$ cat src/rtl/wbuf_seq_ctrl_if.sv
// Weight-buffer sequencer bus: DDR beat handshake plus buffer write/read-start signals.
interface wbuf_seq_ctrl_if #(
  parameter int ADDR_LEN     = 16,
  parameter int DDR_DATA_LEN = 256,
  parameter int BUFFER_NUM   = 32
);
  logic                    ddr_valid;
  logic [DDR_DATA_LEN-1:0] ddr_data;
  logic                    ddr_ready;
  logic [DDR_DATA_LEN-1:0] wb_data_wr;
  logic [ADDR_LEN-1:0]     wb_wr_addr;
  logic [BUFFER_NUM-1:0]   wb_wr_en;
  logic                    wb_rd_conf;
  logic [ADDR_LEN-1:0]     wb_st_rd_addr;
  logic                    wb_ker_en;

  modport master (
    input  ddr_valid, ddr_data, wb_ker_en,
    output ddr_ready, wb_data_wr, wb_wr_addr, wb_wr_en, wb_rd_conf, wb_st_rd_addr
  );

  modport slave (
    output ddr_valid, ddr_data, wb_ker_en,
    input  ddr_ready, wb_data_wr, wb_wr_addr, wb_wr_en, wb_rd_conf, wb_st_rd_addr
  );
endinterface

$ cat src/rtl/wbuf_seq_ctrl.sv
// Weight-buffer sequencer: fills bank groups from DDR beats (LOAD) and walks
// kernel-set read starts with a 9-address stride (RUN_ISSUE/RUN_WAIT).
module wbuf_seq_ctrl #(
  parameter int ADDR_LEN     = 16,
  parameter int DDR_DATA_LEN = 256,
  parameter int DATA_LEN     = 64,
  parameter int BUFFER_NUM   = 32
) (
  input  logic                clk,
  input  logic                rst_n,
  input  logic                load_start,
  input  logic [ADDR_LEN-1:0] load_base,
  input  logic [ADDR_LEN-1:0] load_rows,
  input  logic                run_start,
  input  logic [ADDR_LEN-1:0] run_base,
  input  logic [15:0]         run_count,
  output logic                ker_valid,
  output logic                busy,
  output logic                done,
  wbuf_seq_ctrl_if.master     bus
);

  localparam int BPG = DDR_DATA_LEN / DATA_LEN;   // banks written per beat
  localparam int G   = BUFFER_NUM / BPG;          // write groups per row
  localparam int GW  = (G > 1) ? $clog2(G) : 1;
  localparam logic [GW-1:0]         GRP_LAST   = GW'(G - 1);
  localparam logic [BUFFER_NUM-1:0] GRP_MASK   = BUFFER_NUM'({BPG{1'b1}});
  localparam logic [ADDR_LEN-1:0]   KER_STRIDE = ADDR_LEN'(9);

  typedef enum logic [2:0] {IDLE, LOAD, RUN_ISSUE, RUN_WAIT, DONE} state_t;

  state_t state_q, state_d;

  logic [ADDR_LEN-1:0]     load_base_q, load_rows_q, row_q;
  logic [GW-1:0]           grp_q;
  logic [15:0]             run_count_q, set_q;
  logic [ADDR_LEN-1:0]     rd_addr_q;
  logic                    wait_first_q;
  logic [DDR_DATA_LEN-1:0] wr_data_q;
  logic [ADDR_LEN-1:0]     wr_addr_q;
  logic [BUFFER_NUM-1:0]   wr_en_q;
  logic                    ddr_ready, rd_conf;

  logic beat_acc, last_beat, ker_take, last_set;

  assign beat_acc  = (state_q == LOAD) && bus.ddr_valid;
  assign last_beat = beat_acc && (grp_q == GRP_LAST) &&
                     (row_q == load_rows_q - ADDR_LEN'(1));
  // First RUN_WAIT cycle still sees the previous set's ker_en level, so skip it.
  assign ker_take  = (state_q == RUN_WAIT) && !wait_first_q && bus.wb_ker_en;
  assign last_set  = (set_q + 16'd1) == run_count_q;

  // State register.
  always_ff @(posedge clk) begin
    if (!rst_n) state_q <= IDLE;
    else        state_q <= state_d;
  end

  // Next-state decode; load_start has priority, starts outside IDLE are dropped.
  always_comb begin
    state_d = state_q;
    case (state_q)
      IDLE: begin
        if (load_start)     state_d = (load_rows == '0) ? DONE : LOAD;
        else if (run_start) state_d = (run_count == 16'd0) ? DONE : RUN_ISSUE;
      end
      LOAD:      if (last_beat) state_d = DONE;
      RUN_ISSUE: state_d = RUN_WAIT;
      RUN_WAIT:  if (ker_take) state_d = last_set ? DONE : RUN_ISSUE;
      DONE:      state_d = IDLE;
      default:   state_d = IDLE;
    endcase
  end

  // State-decoded control outputs.
  always_comb begin
    ddr_ready = 1'b0;
    rd_conf   = 1'b0;
    ker_valid = 1'b0;
    busy      = (state_q != IDLE);
    done      = (state_q == DONE);
    case (state_q)
      LOAD:      ddr_ready = 1'b1;
      RUN_ISSUE: rd_conf   = 1'b1;
      RUN_WAIT:  ker_valid = ker_take;
      default: ;
    endcase
  end

  // Job latches, beat/set counters and the registered buffer write port.
  always_ff @(posedge clk) begin
    if (!rst_n) begin
      load_base_q  <= '0;
      load_rows_q  <= '0;
      row_q        <= '0;
      grp_q        <= '0;
      run_count_q  <= '0;
      set_q        <= '0;
      rd_addr_q    <= '0;
      wait_first_q <= 1'b0;
      wr_data_q    <= '0;
      wr_addr_q    <= '0;
      wr_en_q      <= '0;
    end else begin
      wr_en_q      <= '0;
      wait_first_q <= (state_q == RUN_ISSUE);
      case (state_q)
        IDLE: begin
          if (load_start) begin
            load_base_q <= load_base;
            load_rows_q <= load_rows;
            row_q       <= '0;
            grp_q       <= '0;
          end else if (run_start) begin
            rd_addr_q   <= run_base;
            run_count_q <= run_count;
            set_q       <= '0;
          end
        end
        LOAD: begin
          if (beat_acc) begin
            wr_data_q <= bus.ddr_data;
            wr_addr_q <= load_base_q + row_q;
            wr_en_q   <= GRP_MASK << (BPG * int'(grp_q));
            if (grp_q == GRP_LAST) begin
              grp_q <= '0;
              row_q <= row_q + ADDR_LEN'(1);
            end else begin
              grp_q <= grp_q + GW'(1);
            end
          end
        end
        RUN_WAIT: begin
          if (ker_take) begin
            set_q     <= set_q + 16'd1;
            rd_addr_q <= rd_addr_q + KER_STRIDE;
          end
        end
        default: ;
      endcase
    end
  end

  assign bus.ddr_ready     = ddr_ready;
  assign bus.wb_rd_conf    = rd_conf;
  assign bus.wb_st_rd_addr = rd_addr_q;
  assign bus.wb_data_wr    = wr_data_q;
  assign bus.wb_wr_addr    = wr_addr_q;
  assign bus.wb_wr_en      = wr_en_q;

endmodule

$ cat src/flat_wrapper.sv
// flat-port wrapper written by rule: the top's interface ports become plain ports
module wbuf_seq_ctrl_flat 
#(
  parameter int ADDR_LEN     = 16,
  parameter int DDR_DATA_LEN = 256,
  parameter int DATA_LEN     = 64,
  parameter int BUFFER_NUM   = 32
)
  (clk, rst_n, load_start, load_base, load_rows, run_start, run_base, run_count, ker_valid, busy, done, bus_ddr_valid, bus_ddr_data, bus_wb_ker_en, bus_ddr_ready, bus_wb_data_wr, bus_wb_wr_addr, bus_wb_wr_en, bus_wb_rd_conf, bus_wb_st_rd_addr);
  wbuf_seq_ctrl_if #(.ADDR_LEN(ADDR_LEN), .DDR_DATA_LEN(DDR_DATA_LEN), .BUFFER_NUM(BUFFER_NUM)) bus_i ();
  input  logic clk;
  input  logic rst_n;
  input  logic load_start;
  input  logic [ADDR_LEN-1:0] load_base;
  input  logic [ADDR_LEN-1:0] load_rows;
  input  logic run_start;
  input  logic [ADDR_LEN-1:0] run_base;
  input  logic [15:0] run_count;
  output logic ker_valid;
  output logic busy;
  output logic done;
  input wire logic [$bits(bus_i.ddr_valid)-1:0] bus_ddr_valid;
  input wire logic [$bits(bus_i.ddr_data)-1:0] bus_ddr_data;
  input wire logic [$bits(bus_i.wb_ker_en)-1:0] bus_wb_ker_en;
  output wire logic [$bits(bus_i.ddr_ready)-1:0] bus_ddr_ready;
  output wire logic [$bits(bus_i.wb_data_wr)-1:0] bus_wb_data_wr;
  output wire logic [$bits(bus_i.wb_wr_addr)-1:0] bus_wb_wr_addr;
  output wire logic [$bits(bus_i.wb_wr_en)-1:0] bus_wb_wr_en;
  output wire logic [$bits(bus_i.wb_rd_conf)-1:0] bus_wb_rd_conf;
  output wire logic [$bits(bus_i.wb_st_rd_addr)-1:0] bus_wb_st_rd_addr;
  assign bus_i.ddr_valid = bus_ddr_valid;
  assign bus_i.ddr_data = bus_ddr_data;
  assign bus_i.wb_ker_en = bus_wb_ker_en;
  assign bus_ddr_ready = bus_i.ddr_ready;
  assign bus_wb_data_wr = bus_i.wb_data_wr;
  assign bus_wb_wr_addr = bus_i.wb_wr_addr;
  assign bus_wb_wr_en = bus_i.wb_wr_en;
  assign bus_wb_rd_conf = bus_i.wb_rd_conf;
  assign bus_wb_st_rd_addr = bus_i.wb_st_rd_addr;
  wbuf_seq_ctrl #(.ADDR_LEN(ADDR_LEN), .DDR_DATA_LEN(DDR_DATA_LEN), .DATA_LEN(DATA_LEN), .BUFFER_NUM(BUFFER_NUM)) u_core (.clk(clk), .rst_n(rst_n), .load_start(load_start), .load_base(load_base), .load_rows(load_rows), .run_start(run_start), .run_base(run_base), .run_count(run_count), .ker_valid(ker_valid), .busy(busy), .done(done), .bus(bus_i));
endmodule
$ cat config.mk
export PLATFORM = sky130hd
export DESIGN_NAME = wbuf_seq_ctrl_flat
export DESIGN_NICKNAME = d
export VERILOG_FILES = /design/src/rtl/wbuf_seq_ctrl_if.sv /design/src/rtl/wbuf_seq_ctrl.sv /design/src/flat_wrapper.sv
export SDC_FILE = /design/constraint.sdc
export NUM_CORES = 1
export LEC_CHECK = 0
export CORE_AREA = 3 3 253 255
export CTS_CLUSTER_DIAMETER = 120
export DETAILED_ROUTE_END_ITERATION = 10
export DIE_AREA = 0 0 256 258
export SETUP_SLACK_MARGIN = 0.1
export SLEW_MARGIN = 5
export SYNTH_ARGS = -nofsm -noshare
export SYNTH_HDL_FRONTEND = slang
export SYNTH_SLANG_ARGS = --single-unit
$ cat constraint.sdc
create_clock -name clk -period 2.7 [get_ports clk]
set_input_delay 0.405 -clock clk [delete_from_list [all_inputs] [get_ports clk]]
set_output_delay 0.405 -clock clk [all_outputs]
set_load 0.01 [all_outputs]
==> metrics <==
cell-internal power=12.4 mW; Clk pwr share=0.344; part of the power in registers=0.379; largest net degree at the start of global routing=136; length in cells of the worst reg-to-reg path=9; Congestion Overflow GR=0; CTS Buf Count=45; WS Path Type=flip-flop to flip-flop; RSZ-0062 raised after global routing=yes; Die ar.=0.0660 mm2; global-route wire length before repair=94900 um; Post-Synthesis Mean Instance Area=7.95 um2; DRT Wirelength=62200 um; RR Startpoint=u_core.set_q[0]$_SDFFE_PN0P_; Max Fclk=391 MHz; total track usage=0.180; Psw=5.57 mW; Final setup viols=0; Combinational Power Share=0.277; Die H=258 um; Post-Place Worst Slack=0.0726 ns; H-tree levels=2; Synth area leader=dfxtp_1; clock-pin transition on the worst setup and hold timing paths=0.06 ns; R2R Path End=u_core.state_q[1]$_SDFFE_PN0P_; share of the synthesized area in the top cell type=0.471; synthesized area=0.0163 mm2; drt pass-1 iters=7; vias=16400; post-synthesis sequential area ratio=0.471; vias in the first global route=16300; dpl hpwl=46400 um; Post-CTS Setup Repair Bufs=0; setup TNS=0 ns; worst hold path stage count=3; max-cap viol count=0; # port buffers=650; filler cell count=6151; Max clock buf depth=3; min-delay worst type=input port to flip-flop; Post-synth EDFFs=0; fin crit share=0.946; DRC=0; layout cells sized above 1=0.0660; CP endpoint kind=flip-flop; count leader, synth=nand2_1; Slew Viols, Final=0; Worst-Margin Slew=0.761 ns; area grow syn2layout=55.3%; CTS Root Cell=clkbuf_16; PnR worst setup slack=0.145 ns; Worst Skew=0.00903 ns; CP Data Required Time=3.14 ns; Mapped Cells=2047; hold_buf cts=0; most instantiated cells after synthesis=nand2_1 (677), dfxtp_1 (383), a21oi_1 (221), a21boi_0 (138), clkbuf_1 (116); GP Congestion=0.875; PD cells=710 mW/mm2; Starting Density=0.263; beginning of the worst hold path=bus_ddr_data[113]; hold violation count in the final report=0; routed vias/inst=4.65; Sw Ratio=0.310; post-synth cell types=71; CTS tree=yes; total power=18.0 mW; Post-layout nets=2999; initial antenna violation count=4; crit-path max FO=4; status=completed; ranking of synthesized cells by area=dfxtp_1 (47%), nand2_1 (16%), a21oi_1 (6.8%); floorplan core area=0.0618 mm2; Top Ports=651; Final min period=2.56 ns; Worst Hold End=u_core.bus.wb_data_wr[113]$_SDFFE_PN0P_; clock sink count=383; Main synth FF type=dfxtp_1; routed len/inst=17.7 um; WHS=0.397 ns; post-synth net total=2398; Warnings, synthesis=0; Peak VDD IR=479 uV; clk_lat worst skew=0.55 ns; Die W=256 um; CP arrival=2.99 ns; asr flop ratio synth=0; initial DRC count=1036; Rows=91; Leakage=8.90 nW; antenna viol nets, final=0; crit path launch type=flip-flop; reg2reg setup slack=0.14 ns; #FFs+latches synth=383; Max transition margin=0.493
==> cell families after synthesis <==
logic type / count (synthesis) / synth area share
AOI/OAI and AO/OA: 471 / 0.178
xor gates and xnor gates: 64 / 0.0344
adders and majority gates: 25 / 0.0197
buffers and inverters: 182 / 0.0538
DFF: 383 / 0.471
muxes: 6 / 0.00407
and+or+nand+nor: 916 / 0.239
==> per-stage QoR <==
step	util	area (um2)	std cells
global route	0.409	25300	3521
global placement	0.383	23700	3438
finish	0.409	25300	3521
detailed placement	0.383	23700	3438
CTS	0.408	25200	3519
floorplan	-	16300	2047
==> per-layer routing <==
layer	up-vias	share of wire	track usage
li1	7993	-	-
met1	7627	0.41	0.213
met2	617	0.48	0.312
met3	121	0.074	0.0504
met4	4	0.030	0.0630
met5	-	0.00042	0
==> how the worst max path moves through the flow <==
stage / startpoint / endpoint / slack, ns / cells past startpoint
global route: u_core.set_q[1]$_SDFFE_PN0P_ / u_core.state_q[1]$_SDFFE_PN0P_ / 0.02 / 9
finish: u_core.set_q[0]$_SDFFE_PN0P_ / u_core.state_q[1]$_SDFFE_PN0P_ / 0.14 / 9
detailed placement: bus_ddr_valid / u_core.state_q[1]$_SDFFE_PN0P_ / 0.07 / 10
global placement: bus_ddr_valid / u_core.state_q[0]$_SDFFE_PN0P_ / 0.11 / 9
floorplan: u_core.set_q[0]$_SDFFE_PN0P_ / u_core.state_q[1]$_SDFFE_PN0P_ / 0.14 / 10
CTS: u_core.row_q[0]$_SDFFE_PN0P_ / u_core.bus.wb_wr_addr[14]$_SDFFE_PN0P_ / 0.11 / 12
==> state kept, by name, indices dropped and copies added (netlist names) <==
name and flops:
u_core.row_q 16, u_core.run_count_q 16, u_core.set_q 16, u_core.bus.wb_wr_addr 16, u_core.bus.wb_data_wr 256, u_core.load_rows_q 16
u_core.grp_q 3, u_core.load_base_q 16, u_core.wait_first_q 1, u_core.state_q 3, u_core.bus.wb_st_rd_addr 16, u_core.bus.wb_wr_en 8
==> layout by cell type (no fill, tap or decap), drive strengths merged, types with 4 or more instances in the layout <==
cell type | Yosys | routed
nand2 | 677 | 677
clkdlybuf4s50 | 0 | 648
dfxtp | 383 | 383
a21oi | 221 | 221
a21boi | 138 | 138
buf | 38 | 67
clkbuf | 123 | 67
nor2 | 55 | 55
o21ai | 54 | 54
nand3 | 42 | 42
xnor2 | 39 | 39
nor3 | 26 | 26
xor2 | 25 | 25
ha | 24 | 24
and2 | 21 | 21
inv | 20 | 20
nor2b | 20 | 20
nor4 | 18 | 18
and3 | 10 | 10
a22oi | 10 | 10
nand4 | 10 | 10
clkinv | 0 | 10
a31oi | 8 | 8
nor3b | 7 | 7
nand2b | 6 | 6
a211oi | 5 | 5
or3 | 4 | 4
o211ai | 4 | 4
or4 | 4 | 4
mux2i | 4 | 4
o31ai | 4 | 4
==> layout make-up <==
type / instances / area (um2) / area share
repair buffers: 716 / 7130 / 0.282
clock buffers: 67 / 1370 / 0.0542
diodes: 2 / 5.00 / 0.000198
flip-flops and latches: 383 / 7670 / 0.303
multi-input cells: 1482 / 7840 / 0.310
clock inverters: 14 / 144 / 0.00569
well taps: 837 / 1050 / 0.0414
inverters: 20 / 80.1 / 0.00317
==> what timing repair did <==
item                                    CTS  global route
endpoints found under the setup margin    3             9
cloned                                    0             0
gates resized for setup                   4            15
pin swaps                                 1             3
==> power groups by stage <==
stage	registers, mW	clock network, mW	logic (mW)
final	6.80	6.18	4.98
after global placement	6.88	0	4.94
after global routing	6.88	6.60	5.45
after floorplan	7.05	0	2.23
after detailed placement	6.90	0	4.99
after CTS	6.79	6.38	5.03
==> worst max-delay path, stage by stage (launching register included) <==
cell	delay, ns
dfxtp_2	0.35
ha_4	0.14
and4_4	0.23
or3b_4	0.41
mux2_4	0.32
mux2i_2	0.17
a21oi_2	0.10
a2111oi_4	0.37
nor3_2	0.08
a311o_1	0.27
No activity file was read; power rests on OpenSTA's default activity.
